**config.mk**
```make
export PLATFORM = sky130hd
export DESIGN_NAME = mem_initiator
export DESIGN_NICKNAME = d
export VERILOG_FILES = /design/src/rtl/mem_initiator.sv
export SDC_FILE = /design/constraint.sdc
export NUM_CORES = 1
export LEC_CHECK = 0
export BUFFER_PORTS_ARGS = -buffer_cell sky130_fd_sc_hd__buf_4
export CORE_MARGIN = 4
export CORE_UTILIZATION = 53
export DETAILED_ROUTE_END_ITERATION = 8
export MAX_ROUTING_LAYER = met4
export PLACE_DENSITY_LB_ADDON = 0.05
export REMOVE_ABC_BUFFERS = 1
export SLEW_MARGIN = 10
export SYNTH_ARGS = -nofsm -noshare
export SYNTH_HDL_FRONTEND = slang
export SYNTH_SLANG_ARGS = --single-unit
```
**constraint.sdc**
```tcl
create_clock -name clk_i -period 4.2 [get_ports clk_i]
set_input_delay 0.21 -clock clk_i [delete_from_list [all_inputs] [get_ports clk_i]]
set_output_delay 0.21 -clock clk_i [all_outputs]
set_load 0.05 [all_outputs]
```
**src/rtl/mem_initiator.sv**
```systemverilog
// mem_initiator: requester side of the single-outstanding req/gnt memory protocol.
// Takes one load/store from a valid/ready command port and holds the request
// until grant. Returns read data on a valid/ready response port and records the
// number of request cycles of each transaction.
// Optional request timeout: define MEM_INIT_TIMEOUT_EN.
module mem_initiator #(
   parameter int unsigned AddrWidth     = 32,
   parameter int unsigned DataWidth     = 32,
   parameter int unsigned LatCntWidth   = 16,
   parameter int unsigned TimeoutCycles = 1024
) (
   input  logic                   clk_i,
   input  logic                   rst_ni,
   input  logic                   cmd_valid_i,
   output logic                   cmd_ready_o,
   input  logic                   cmd_we_i,
   input  logic [AddrWidth-1:0]   cmd_addr_i,
   input  logic [DataWidth-1:0]   cmd_wdata_i,
   output logic                   rsp_valid_o,
   input  logic                   rsp_ready_i,
   output logic [DataWidth-1:0]   rsp_rdata_o,
   output logic                   rsp_err_o,
   output logic                   mem_req_o,
   input  logic                   mem_gnt_i,
   output logic                   mem_rw_o,
   output logic [AddrWidth-1:0]   mem_addr_o,
   output logic [DataWidth-1:0]   mem_wdata_o,
   input  logic [DataWidth-1:0]   mem_rdata_i,
   output logic [LatCntWidth-1:0] last_lat_o
);

   localparam logic [1:0] S_IDLE = 2'd0;
   localparam logic [1:0] S_REQ  = 2'd1;
   localparam logic [1:0] S_RSP  = 2'd2;
`ifdef MEM_INIT_TIMEOUT_EN
   localparam logic [1:0] S_ERR  = 2'd3;
`endif

   logic [1:0]             r_state;
   logic [1:0]             w_state_nxt;
   logic [LatCntWidth-1:0] r_cnt;
   logic [LatCntWidth-1:0] w_cnt_inc;
   logic                   w_accept;
   logic                   w_hs;

   assign cmd_ready_o = (r_state == S_IDLE);
   assign w_accept    = cmd_valid_i & cmd_ready_o;
   assign w_hs        = (r_state == S_REQ) & mem_req_o & mem_gnt_i;
   assign w_cnt_inc   = (&r_cnt) ? r_cnt : r_cnt + LatCntWidth'(1);

`ifdef MEM_INIT_TIMEOUT_EN
   logic w_timeout;
   logic r_rsp_err;

   // Timeout fires on the edge that would end the TimeoutCycles-th request cycle
   assign w_timeout = (r_state == S_REQ) & ~mem_gnt_i &
                      (r_cnt == LatCntWidth'(TimeoutCycles - 1));
   assign rsp_err_o = r_rsp_err;

   // Error flag: set on timeout, cleared by a granted completion
   always_ff @(posedge clk_i or negedge rst_ni) begin
      if (!rst_ni) begin
         r_rsp_err <= 1'b0;
      end else if (w_hs) begin
         r_rsp_err <= 1'b0;
      end else if (w_timeout) begin
         r_rsp_err <= 1'b1;
      end
   end
`else
   logic w_unused_timeout;

   assign w_unused_timeout = TimeoutCycles[0];
   assign rsp_err_o        = 1'b0;
`endif

   // State register
   always_ff @(posedge clk_i or negedge rst_ni) begin
      if (!rst_ni) begin
         r_state <= S_IDLE;
      end else begin
         r_state <= w_state_nxt;
      end
   end

   // Next-state logic; a grant coinciding with timeout completes normally
   always_comb begin
      w_state_nxt = r_state;
      case (r_state)
         S_IDLE: if (w_accept) w_state_nxt = S_REQ;
         S_REQ: begin
            if (w_hs) begin
               w_state_nxt = S_RSP;
            end
`ifdef MEM_INIT_TIMEOUT_EN
            else if (w_timeout) begin
               w_state_nxt = S_ERR;
            end
`endif
         end
         S_RSP:  if (rsp_ready_i) w_state_nxt = S_IDLE;
`ifdef MEM_INIT_TIMEOUT_EN
         S_ERR:  w_state_nxt = S_ERR;
`endif
         default: w_state_nxt = S_IDLE;
      endcase
   end

   // Memory request, response and latency registers
   always_ff @(posedge clk_i or negedge rst_ni) begin
      if (!rst_ni) begin
         mem_req_o   <= 1'b0;
         mem_rw_o    <= 1'b0;
         mem_addr_o  <= '0;
         mem_wdata_o <= '0;
         rsp_valid_o <= 1'b0;
         rsp_rdata_o <= '0;
         last_lat_o  <= '0;
         r_cnt       <= '0;
      end else begin
         if (w_accept) begin
            mem_req_o   <= 1'b1;
            mem_rw_o    <= cmd_we_i;
            mem_addr_o  <= cmd_addr_i;
            mem_wdata_o <= cmd_wdata_i;
            r_cnt       <= '0;
         end
         if (r_state == S_REQ) begin
            if (w_hs) begin
               mem_req_o   <= 1'b0;
               rsp_valid_o <= 1'b1;
               rsp_rdata_o <= mem_rw_o ? '0 : mem_rdata_i;
               last_lat_o  <= w_cnt_inc;
            end
`ifdef MEM_INIT_TIMEOUT_EN
            else if (w_timeout) begin
               mem_req_o   <= 1'b0;
               rsp_valid_o <= 1'b1;
               rsp_rdata_o <= '0;
               last_lat_o  <= LatCntWidth'(TimeoutCycles);
            end
`endif
            else begin
               r_cnt <= w_cnt_inc;
            end
         end
         if (rsp_valid_o && rsp_ready_i) begin
            rsp_valid_o <= 1'b0;
         end
      end
   end

endmodule

```
Word level (Yosys, flattened, before mapping) --
Cells that the tools add are included. W data, S select, Z words.
Operators by class: mux-type cells 15, bitwise operators 3, equality and inequality tests 5, $add $sub $neg 1, reductions and logical operators 8
Operator list (number):
- $mux W16 | 4
- $mux W32 | 1
- $add A16 B1 Y16 const B | 1
- $reduce_and A16 Y1 | 1
- $mux W1 | 6
- $mux W2 | 3
- $pmux W2 S3 | 1
- $ne A2 B2 Y1 const B | 2
- $reduce_and A2 Y1 | 2
- $reduce_bool A2 Y1 | 2
- $and A1 B1 Y1 | 3
- $reduce_and A3 Y1 | 1
- $eq A2 B1 Y1 const B | 1
- $eq A2 B2 Y1 const B | 1
- $logic_not A2 Y1 | 1
- $ne A2 B1 Y1 const B | 1
- $logic_and A1 B1 Y1 | 1
Word-level totals: output and inout port bits 117, flip-flop bits (word level) 133, bits of input ports 102, logic and storage cells 41

Longest topological paths before layout --
Gate-level depths: netlist of run 1.
word-level depth 6, gate-level depth with buffers 6, mapped depth without buffers 5

Worst setup path before layout of run 1 --
Ideal clock, no wire load.
path kind flip-flop to flip-flop, from register r_state[1], to register mem_addr_o[10], path buffers 2, arrival 1.869 ns, setup slack 2.214 ns, setup time 0.118 ns, period minus slack after synthesis 1.986 ns, cell stages (with the launch flop) 7, data required time 4.082 ns, cells stage by stage dfrtp_1 nor2_1 nand2_1 clkbuf_1 buf_1 nand2_1 nand2_1
Between the ends: longest elaborated chain between the ends 2
RTL lines:
- start: declaration | RTL line 39 | logic [1:0] r_state;
- start signal: assignment | RTL line 82 | r_state <= w_state_nxt;
- $logic_not A2 Y1 | RTL line 46 | assign cmd_ready_o = (r_state == S_IDLE);
- named net cmd_ready_o | RTL line 15 | output logic cmd_ready_o,
- $and A1 B1 Y1 | RTL line 47 | assign w_accept = cmd_valid_i & cmd_ready_o;
- end signal: assignment | RTL line 124 | mem_addr_o <= cmd_addr_i;
- end: declaration | RTL line 26 | output logic [AddrWidth-1:0] mem_addr_o,
The timed path passes the listed nets, and every way through them passes these cells. A chain may end at the register's enable or synchronous reset.

Worst setup path after layout of run 1 --
from register r_state[1], to register r_cnt[5]
Between the ends: longest elaborated chain between the ends 5, elaborated cells between the ends (all ways) 8, classes of those cells eq/ne: 1; mux: 3; bitwise: 3; reduce/logical: 1
RTL lines:
- $eq A2 B1 Y1 / $logic_not A2 Y1 (equally long branches) | RTL line 48, 128, 46
- $and A1 B1 Y1, on equally long branches | RTL line 48, 47
- $and A1 B1 Y1 / $mux W16 (equally long branches) | RTL line 48, 121
- $mux W16 | RTL line 129 | if (w_hs) begin
- $mux W16 * | RTL line 128 | if (r_state == S_REQ) begin
- end signal: assignment | RTL line 144 | r_cnt <= w_cnt_inc;
- end: declaration | RTL line 41 | logic [LatCntWidth-1:0] r_cnt;
Mark *: on every way between the ends. The rest lies on a longest branch, timed or not.

==> results of run 1 <==
==> power by group through the flow <==
stage	sequential (mW)	combinational, mW	clock [mW]
after floorplan	3.85	0.826	0
after global placement	2.15	3.73	0
after detailed placement	2.17	3.78	0
after CTS	2.16	3.87	1.59
after global routing	2.26	4.14	1.66
final	2.21	3.95	1.58
==> sequential cells by signal, indices dropped and copies added, names as in the netlist <==
name and flops:
mem_addr_o 32, mem_wdata_o 32, rsp_rdata_o 32, last_lat_o 16
r_cnt 16, r_state 2, mem_req_o 1, mem_rw_o 1
rsp_valid_o 1
==> repair_timing <==
| action | CTS | global route |
|---|---|---|
| endpoints found under the hold margin | 232 | 0 |
| setup buffers | 0 | 0 |
| hold buffers | 99 | 0 |
==> per-stage QoR <==
stage               total power, mW  utilization [%]  setup slack, ns  instances
floorplan                      4.68                -            -1.24        588
global placement               5.87             69.3             2.15        949
detailed placement             5.96             69.3             2.09        949
CTS                            7.62             84.3             2.04       1080
global route                   8.05             84.3             1.78       1080
finish                         7.74             84.4             1.99       1081
==> worst max-delay path, cell delays in order (launching register included) <==
cell and delay (ns):
dfrtp_1 0.43, or2b_2 0.32, nor2_1 0.83, nand4_1 0.29
mux2i_1 0.20
==> metal layers <==
layer	share of wire, %	vias to the layer above
met5	0	-
met2	52	327
met3	8.3	49
met1	37	2898
li1	-	2690
met4	3.2	0
==> kinds of logic (layout without fill, tap and decap cells) <==
family,Yosys count,after routing
mux,4,4
other cells,1,2
xor+xnor,2,2
compound gates,55,55
simple gates,388,388
fa+ha+maj,1,1
flops,133,133
buf+inv,44,356
==> cell type report <==
type / count / area (um2)
diodes: 1 / 2.50
clock buffers: 19 / 432
fillers: 577 / 1690
repair buffers: 320 / 2660
clock inverters: 13 / 195
multi-input cells: 451 / 2290
flip-flops and latches: 133 / 3330
well taps: 140 / 175
inverters: 4 / 15.0
==> worst paths after layout <==
path,startpoint,cells past startpoint,to
min in group asynchronous,rst_ni,3,mem_addr_o[28]$_DFFE_PN0P_
hold reg to reg,rsp_rdata_o[21]$_DFFE_PN0P_,2,rsp_rdata_o[21]$_DFFE_PN0P_
hold / removal,mem_gnt_i,4,r_cnt[6]$_DFF_PN0_
setup / recovery,r_state[1]$_DFFE_PN0P_,4,r_cnt[5]$_DFF_PN0_
max in group asynchronous,rst_ni,3,last_lat_o[7]$_DFFE_PN0P_
setup reg to reg,r_state[1]$_DFFE_PN0P_,4,r_cnt[5]$_DFF_PN0_
==> cell usage in the layout, fill, tap and decap left out, types with 3 or more instances in the layout <==
cell type | netlist | routed
a21o_1 | 4 | 4
a21oi_1 | 9 | 9
a311oi_1 | 4 | 4
a31oi_1 | 13 | 13
and3_1 | 4 | 4
and4_1 | 6 | 6
buf_4 | 4 | 220
bufinv_16 | 0 | 4
clkbuf_16 | 0 | 16
clkinvlp_4 | 0 | 3
dfrtp_1 | 133 | 133
dlygate4sd3_1 | 0 | 99
inv_1 | 4 | 4
inv_6 | 0 | 4
mux2i_1 | 3 | 3
nand2_1 | 286 | 284
nand3_1 | 6 | 6
nand3b_1 | 32 | 32
nand4_1 | 10 | 10
nor2_1 | 13 | 13
nor3_1 | 5 | 5
nor4_1 | 3 | 3
o211ai_1 | 3 | 3
o21ai_0 | 9 | 9
o31ai_1 | 3 | 3
or4_1 | 4 | 4
==> metrics.md, run 1 <==
| Metric | Value |
|---|---|
| Max Cap Viol | `0` |
| Post-synthesis adder-cell area fraction | `0.214%` |
| Combinational power share | `51.1%` |
| Cell with the most instances after synthesis | `nand2_1` |
| Vias | `5964` |
| Sequential area share after synthesis | `between 50% and 60%` |
| Hold WS | `about 0.2 ns` |
| DP HPWL | `~11000 um` |
| Clock Latency Late Sink | `roughly 0.52 ns` |
| RSZ-0062 raised after global routing | `no` |
| Via density | `around 5.5` |
| Final hold vios | `0` |
| Worst Setup Start Kind | `register` |
| Layout cells sized above 1 | `roughly 29%` |
| Switch Pwr | `about 3.8 mW` |
| Internal | `slightly below 4 mW` |
| Clock Skew | `0.0107 ns` |
| Root Buffer | `clkbuf_8` |
| Top cells by area, synth | `dfrtp_1, nand2_1, nand3b_1, clkbuf_1, a31oi_1` |
| Share of the synthesized area in the top cell type | `57.0%` |
| Initial antenna violation count | `0` |
| Crit Path Class | `register to register` |
| M3 GR Usage | `7.22%` |
| Critical path data required time | `roughly 4.6 ns` |
| Crit-path max FO | `17` |
| Critical path arrival | `around 2.6 ns` |
| Num rows | `38` |
| Area Growth Syn to Fin | `56.0%` |
| Core area | `10800 um2` |
| CTS max path bufs | `2` |
| Die area | `approximately 13000 um2` |
| Flop2flop setup slack | `slightly below 2 ns` |
| TritonCTS clock tree | `done` |
| Resized Gates After CTS | `0` |
| Synth area leader | `dfrtp_1` |
| H-tree depth | `4` |
| Met1 Use GR | `between 30% and 40%` |
| Status | `completed` |
| Pin count of the biggest net entering global routing | `between 100 and 150` |
| Crit. End Element | `register` |
| Highest clock rate | `452 MHz` |
| Final Max Tran Viols | `0` |
| Syn_area_per_cell | `between 9 and 10 um2` |
| Period minus WS final | `approximately 2.2 ns` |
| # setup viols final | `0` |
| Number of global-route vias before repair | `approximately 6.2k` |
| Pwr dens | `roughly 850 nW/um2` |
| Sw frac | `49.5%` |
| Die outline height | `about 110 um` |
| Synth Register Bits | `about 130` |
| DRT iter0 DRCs | `567` |
| Max_slew headroom | `around 17%` |
| Fin Setup TNS | `0 ns` |
| Prevailing post-synth register cell | `dfrtp_1` |
| Ports | `about 220` |
| Mux share of post-synthesis cell area | `less than 1%` |
| Leakage | `between 4 and 5 nW` |
| Placed cell area | `~7500 um2` |
| DR WL/cell | `between 15 and 20 um` |
| First-pass GRT wire length | `32000 um` |
| Xor and xnor area share after synthesis | `0.300%` |
| Drt pass-1 iters | `5` |
| Chip Width | `113 um` |
| Mapped Cells | `about 630` |
| # port buffers | `around 220` |
| Largest family of logic cells by synthesized area | `simple AND/OR/NAND/NOR gates` |
| Number of synthesized flops with an enable pin | `0` |
| Final Cycle Share | `between 50% and 60%` |
| Grt ovf | `0` |
| RD Place Congestion | `roughly 0.9` |
| Met2 GRT Util | `between 50 and 60%` |
| Clock Pin Slew Worst Setup and Hold Paths | `approximately 0.06 ns` |
| Cts bufs inserted | `17` |
| Global routing's busiest layer | `met2` |
| YS warnings | `0` |
| Total Wirelength | `20300 um` |
| Number of remaining DRC errors | `0` |
| Ys async rst share | `100%` |
| Seq pwr share | `roughly 28%` |
| Worst min-delay path category | `input port to register` |
| Finished layout cell area | `9100 um2` |
| Detail Route Antenna Nets | `0` |
| Post-synth cell types | `55` |
| Clock Sinks | `around 130` |
| Compound-Gate Fraction of Synth Area | `6.35%` |
| Worst Tran Pin Value | `approximately 1.2 ns` |
| Initial cell density of the core | `54.1%` |
| Clock share of power | `between 20% and 30%` |
| Post-synth top cells | `nand2_1, dfrtp_1, nand3b_1` |
| Overall routing resource usage | `approximately 33%` |
| Nets | `between 1k and 1.5k` |
| Synth Area in Simple Gates | `a little under a third` |
| VDD IR max | `0.537 mV` |
| Mapped cell area | `5840 um2` |
No activity file was read; power rests on OpenSTA's default activity.
==> inputs of run 2 (changes only) <==
- CORE_UTILIZATION: 53 -> 45
- clock period: 4.2 -> 2 ns (I/O delays scaled with it)
==> run 2 against run 1 <==
- utilization down 11 points
- register-to-register slack worse by 1.9 ns
- sequential share of layout area down 0.90 points
- critical path depth up 2
- via count down 3.6%
- critical endpoint is now r_cnt[14]$_DFF_PN0_
- largest power group unchanged
==> metrics.md, run 2 (synthesis results as in run 1) <==
| Metric | Value |
|---|---|
| Status | `completed (unchanged)` |
| # fillers | `869 (was 577)` |
| Clock Skew | `0.00431 ns (was 0.0107 ns)` |
| Die area | `14900 um2 (was 12800 um2)` |
| Worst r2r dst | `r_cnt[14]$_DFF_PN0_ (was r_cnt[5]$_DFF_PN0_)` |
| Initial antenna violation count | `0 (unchanged)` |
| Post-route non-filler standard cell count | `1127 (was 1081)` |
| Grt ovf | `0 (unchanged)` |
| RSZ-0062 raised after global routing | `no (unchanged)` |
| Post-CTS setup buffer count | `0 (unchanged)` |
| Crit-path max FO | `6 (was 17)` |
| Final Cycle Share | `93.4% (was 52.7%)` |
| Total power | `16.4 mW (was 7.74 mW)` |
| Number of remaining DRC errors | `0 (unchanged)` |
| Final WS setup | `0.132 ns (was 1.99 ns)` |
| Period minus WS final | `1.87 ns (was 2.21 ns)` |
| Clock Latency Late Sink | `0.41 ns (was 0.52 ns)` |
| Pin count of the biggest net entering global routing | `134 (unchanged)` |
| Worst Tran Pin Value | `0.760 ns (was 1.24 ns)` |
| Dpl ws | `0.158 ns (was 2.09 ns)` |
| Leakage | `4.85 nW (was 4.73 nW)` |
| Final hold vios | `0 (unchanged)` |
| Flop2flop setup slack | `0.13 ns (was 1.99 ns)` |
| Most common cell after layout, fill and taps aside | `nand2_1 (unchanged)` |
| Worst Hold Path EP | `r_cnt[6]$_DFF_PN0_ (unchanged)` |
| Worst Reg-to-Reg Cells | `6 (was 4)` |
| Crit-path cells | `ha_1, nand3_4, buf_4, nor4_4, and4_1, a211oi_1 (was or2b_2, nor2_1, nand4_1, mux2i_1)` |
| First-pass GRT wire length | `29100 um (was 32000 um)` |
| Worst min-delay path category | `input port to register (unchanged)` |
| Core area | `12700 um2 (was 10800 um2)` |
| Overall routing resource usage | `25.7% (was 32.8%)` |
| Slowest cell on crit path | `nor4_4 (was nor2_1)` |
| Layout cells sized above 1 | `29.9% (was 28.8%)` |
| FF+latch area | `3330 um2 (about the same)` |
| Vias | `5748 (was 5964)` |
| Critical path data required time | `2.28 ns (was 4.58 ns)` |
| Most frequent cells in the layout | `nand2_1, buf_4, dfrtp_1 (unchanged)` |
| Nets | `1045 (was 1030)` |
| # diodes | `0 (was 1)` |
| DRT iter0 DRCs | `531 (was 567)` |
| Worst Setup Start Kind | `register (unchanged)` |
| Worst path max stage delay | `0.43 ns (was 0.83 ns)` |
| Area Growth Syn to Fin | `60.0% (was 56.0%)` |
| Critical path arrival | `2.15 ns (was 2.59 ns)` |
| Highest clock rate | `535 MHz (was 452 MHz)` |
| Die outline height | `122 um (was 113 um)` |
| # port buffers | `217 (unchanged)` |
| VDD IR max | `0.895 mV (was 0.537 mV)` |
| Crit Path Class | `register to register (unchanged)` |
| Total Wirelength | `18500 um (was 20300 um)` |
| Chip Width | `122 um (was 113 um)` |
| Via density | `5.10 (was 5.52)` |
| CTS max path bufs | `2 (unchanged)` |
| Max_slew headroom | `49.3% (was 17.3%)` |
| Num rows | `41 (was 38)` |
| # setup viols final | `0 (unchanged)` |
| TritonCTS clock tree | `done (unchanged)` |
| Number of global-route vias before repair | `5850 (was 6170)` |
| Max Cap Viol | `0 (unchanged)` |
| Worst Min Path Start | `mem_gnt_i (unchanged)` |
| Clock Pin Slew Worst Setup and Hold Paths | `0.06 ns (about the same)` |
| Clock Sinks | `133 (unchanged)` |
| DP HPWL | `11400 um (was 11100 um)` |
| Crit. End Element | `register (unchanged)` |
| DP Cell Count | `996 (was 949)` |
| Final Max Tran Viols | `0 (unchanged)` |
| RD Place Congestion | `0.877 (was 0.905)` |
| Multi-input gate area | `2290 um2 (unchanged)` |
| DR WL/cell | `16.4 um (was 18.7 um)` |
| Detail Route Antenna Nets | `0 (unchanged)` |
| Initial cell density of the core | `46.1% (was 54.1%)` |
| Cts bufs inserted | `17 (unchanged)` |
| H-tree depth | `4 (unchanged)` |
| Root Buffer | `clkbuf_16 (was clkbuf_8)` |
| R2R Path Start | `r_cnt[0]$_DFF_PN0_ (was r_state[1]$_DFFE_PN0P_)` |
| Biggest regs | `mem_addr_o: 32 flops, mem_wdata_o: 32 flops, rsp_rdata_o: 32 flops (unchanged)` |
| Hold Path Stages | `4 (unchanged)` |
| Pwr dens | `1760 nW/um2 (was 850 nW/um2)` |
| Drt pass-1 iters | `5 (unchanged)` |
| Ports | `219 (unchanged)` |
-- run 2: changes by cell type in the layout (fill, tap and decap cells not counted), sizes merged --
cell and change:
buf +15, bufinv +2, clkbuf +4, clkinv +1
clkinvlp -3, diode -1, inv -4
-- run 2: how the worst max path moves through the flow --
stage / startpoint / endpoint / slack [ns] / depth (start not counted)
after floorplan: r_state[1]$_DFFE_PN0P_ / r_cnt[0]$_DFF_PN0_ / -3.44 / 4
after global placement: r_cnt[0]$_DFF_PN0_ / r_cnt[2]$_DFF_PN0_ / 0.19 / 5
after detailed placement: r_cnt[3]$_DFF_PN0_ / last_lat_o[15]$_DFFE_PN0P_ / 0.16 / 4
after CTS: r_cnt[3]$_DFF_PN0_ / last_lat_o[15]$_DFFE_PN0P_ / 0.14 / 4
after global routing: r_cnt[2]$_DFF_PN0_ / last_lat_o[15]$_DFFE_PN0P_ / 0.003 / 4
final: r_cnt[0]$_DFF_PN0_ / r_cnt[14]$_DFF_PN0_ / 0.13 / 6
-- run 2: layer usage --
layer  vias up  share of wire [%]  track usage, %
li1       2720                  -               -
met1      2745                 41            31.8
met2       245                 49            40.7
met3        38                6.6            6.13
met4         0                2.4            10.6
met5         -                  0               -
-- run 2: worst max-delay path, delay by kind of cell (launching register included) --
kind / cells / cell delay (ns)
AOI/OAI and AO/OA: 1 / 0.07
adders and majority gates: 1 / 0.25
buffers and inverters: 1 / 0.19
DFF: 1 / 0.40
and+or+nand+nor: 3 / 0.82
-- run 2: area by class of cell --
| cell class | instances | share of cell area [%] |
|---|---|---|
| flip-flops and latches | 133 | 35.7 |
| clock inverters | 9 | 2.09 |
| repair buffers | 335 | 30.0 |
| multi-input cells | 451 | 24.6 |
| clock buffers | 23 | 5.23 |
| well taps | 172 | 2.30 |
| inverters | 4 | 0.161 |
-- run 2: through the flow --
stage	instance area, um2	hold slack [ns]	TNS [ns]	utilization (%)
after floorplan	5630	-0.196	-227.98	-
after global placement	7660	0.275	0	60.5
after global routing	9340	0.223	0	73.7
final	9340	0.218	0	73.7
after CTS	9340	0.196	0	73.7
after detailed placement	7660	0.289	0	60.5
-- run 2: repair_timing --
action,in CTS,in global routing
gates resized for setup,0,1
endpoints found under the setup margin,0,1
hold buffers,99,0
hold endpoints to repair,232,0
-- run 2: power breakdown --
| part | leakage, nW | switching, mW | internal (mW) |
|---|---|---|---|
| clock network | 0.337 | 1.11 | 2.47 |
| registers | 1.70 | 0.703 | 3.79 |
| logic | 2.82 | 5.91 | 2.46 |
==> inputs of run 3 (changes only) <==
- CTS_BUF_LIST: unset -> sky130_fd_sc_hd__clkbuf_16
- REMOVE_ABC_BUFFERS: 1 -> unset
==> run 3 against run 2 <==
- critical path depth shrank 2
- first-iteration DRC count shrank 45%
- sequential power about the same
- flip-flop and latch count unchanged
- worst setup slack about the same
- largest cell class unchanged
- largest power group unchanged
- highest routed layer unchanged
==> metrics.md, run 3 (synthesis results as in run 1) <==
| Metric | Value |
|---|---|
| Die outline height | `122 um (unchanged)` |
| Cts bufs inserted | `17 (unchanged)` |
| Placed cell area | `7660 um2 (about the same)` |
| Clock Skew | `0.00976 ns (was 0.00431 ns)` |
| TritonCTS clock tree | `done (unchanged)` |
| Num rows | `41 (unchanged)` |
| Worst path max stage delay | `0.57 ns (was 0.43 ns)` |
| Die area | `14900 um2 (unchanged)` |
| Vias | `5714 (was 5748)` |
| Worst Setup SP | `r_cnt[4]$_DFF_PN0_ (was r_cnt[0]$_DFF_PN0_)` |
| Finished layout cell area | `9190 um2 (was 9340 um2)` |
| Leakage | `4.78 nW (was 4.85 nW)` |
| DRT iter0 DRCs | `294 (was 531)` |
| Number of global-route vias before repair | `5965 (was 5850)` |
| Critical path arrival | `2.16 ns (was 2.15 ns)` |
| Resized Gates After CTS | `0 (unchanged)` |
| R2R Path Start | `r_cnt[4]$_DFF_PN0_ (was r_cnt[0]$_DFF_PN0_)` |
| Pwr dens | `1710 nW/um2 (was 1760 nW/um2)` |
| Highest clock rate | `535 MHz (about the same)` |
| RSZ-0062 raised after global routing | `no (unchanged)` |
| RD Place Congestion | `0.870 (was 0.877)` |
| Biggest regs | `mem_addr_o: 32 flops, mem_wdata_o: 32 flops, rsp_rdata_o: 32 flops (unchanged)` |
| Fin Setup TNS | `0 ns (unchanged)` |
| Post-route non-filler standard cell count | `1128 (was 1127)` |
| Nets | `1046 (was 1045)` |
| Detail Route Antenna Nets | `0 (unchanged)` |
| Syn Nets | `approximately 730` |
| Worst min-delay path category | `input port to register (unchanged)` |
| Crit. End Element | `register (unchanged)` |
| # diodes | `0 (unchanged)` |
| Final hold vios | `0 (unchanged)` |
| Final Max Tran Viols | `0 (unchanged)` |
| # fillers | `906 (was 869)` |
| Layout cells sized above 1 | `29.7% (was 29.9%)` |
| Crit-path max FO | `13 (was 6)` |
| Area Growth Syn to Fin | `57.5% (was 60.0%)` |
| Clock Sinks | `133 (unchanged)` |
| Crit-path cells | `nand3_2, or3_1, o211a_1, a211o_1 (was ha_1, nand3_4, buf_4, nor4_4, and4_1, a211oi_1)` |
| DP HPWL | `11800 um (was 11400 um)` |
| Worst Min Path Start | `cmd_valid_i (was mem_gnt_i)` |
| DR WL/cell | `16.2 um (was 16.4 um)` |
| Hold WS | `0.0400 ns (was 0.218 ns)` |
| Chip Width | `122 um (unchanged)` |
| Pin count of the biggest net entering global routing | `65 (was 134)` |
| Most common cell after layout, fill and taps aside | `nand2_1 (unchanged)` |
| Core area | `12700 um2 (unchanged)` |
| Worst Setup Start Kind | `register (unchanged)` |
| Drt pass-1 iters | `5 (unchanged)` |
| Overall routing resource usage | `25.9% (was 25.7%)` |
| Status | `completed (unchanged)` |
| # setup viols final | `0 (unchanged)` |
| VDD IR max | `1.05 mV (was 0.895 mV)` |
| First-pass GRT wire length | `29300 um (was 29100 um)` |
| Total Wirelength | `18300 um (was 18500 um)` |
| Grt ovf | `0 (unchanged)` |
| H-tree depth | `4 (unchanged)` |
| DP Cell Count | `997 (was 996)` |
| Clock Pin Slew Worst Setup and Hold Paths | `0.06 ns (about the same)` |
| Critical path data required time | `2.29 ns (was 2.28 ns)` |
| Ports | `219 (unchanged)` |
| Max_slew headroom | `65.3% (was 49.3%)` |
| Initial antenna violation count | `0 (unchanged)` |
| Worst Tran Pin Value | `0.517 ns (was 0.760 ns)` |
| Period minus WS final | `1.87 ns (about the same)` |
| CTS max path bufs | `2 (unchanged)` |
| Final Cycle Share | `93.4% (about the same)` |
| Most frequent cells in the layout | `nand2_1, buf_4, dfrtp_1 (unchanged)` |
| Root Buffer | `clkbuf_16 (unchanged)` |
| Number of remaining DRC errors | `0 (unchanged)` |
| Slowest cell on crit path | `dfrtp_1 (was nor4_4)` |
| # port buffers | `217 (unchanged)` |
| Initial cell density of the core | `46.1% (unchanged)` |
| Crit Path Class | `register to register (unchanged)` |
| Total power | `15.7 mW (was 16.4 mW)` |
| Via density | `5.07 (was 5.10)` |
| Clock Latency Late Sink | `0.41 ns (about the same)` |
| Max Cap Viol | `0 (unchanged)` |
[run 3: path summary, 6_finish.rpt]
check / slack (ns) / cells after the start / endpoint
max in group asynchronous: 1.13 / 3 / rsp_rdata_o[18]$_DFFE_PN0P_
max reg2reg: 0.13 / 4 / r_cnt[9]$_DFF_PN0_
min: 0.04 / 4 / mem_rw_o$_DFFE_PN0P_
min reg2reg: 0.47 / 2 / rsp_rdata_o[15]$_DFFE_PN0P_
max: 0.13 / 4 / r_cnt[9]$_DFF_PN0_
min in group asynchronous: 0.20 / 2 / last_lat_o[2]$_DFFE_PN0P_
[run 3: critical path, delay by kind of cell (launching register included)]
family             cells  cell delay, ns
and+or+nand+nor        2            0.70
DFF                    1            0.57
AOI/OAI and AO/OA      2            0.48
[run 3: per-stage QoR]
stage | util (%) | worst slack (ns)
global placement | 60.5 | 0.123
detailed placement | 60.5 | 0.0749
CTS | 72.6 | 0.0678
global route | 72.6 | 0.0122
finish | 72.6 | 0.132
floorplan | - | 0.0138
[run 3: what timing repair did]
action                                  4_1_cts  5_1_grt
endpoints found under the setup margin        0        3
buffers inserted                              0        0
hold buffers                                 99        0
hold endpoints to repair                    147        0
[run 3: area by class of cell]
| type | count | area [um2] | share of cell area (%) |
|---|---|---|---|
| inverter | 4 | 15.0 | 0.163 |
| multi-input combinational | 451 | 2290 | 25.0 |
| sequential | 133 | 3330 | 36.2 |
| clock inverter | 15 | 116 | 1.27 |
| timing repair buffer | 336 | 2800 | 30.4 |
| clock buffer | 17 | 425 | 4.63 |
| tap | 172 | 215 | 2.34 |
[run 3: report_power, final]
group          internal, mW  total [mW]  switching [mW]
Combinational          2.43        8.37            5.94
Sequential             3.79        4.47           0.680
Clock                  1.69        2.84            1.16
Total                  7.92        15.7            7.78
[run 3: metal layers]
layer	up-vias	wire length (um)	share of wire [%]	GRT usage (%)
met3	54	1430	7.8	8.31
met5	-	0	0	-
met1	2711	7140	39	29.6
met2	231	9080	50	42.1
met4	0	629	3.4	11.0
li1	2718	-	-	-
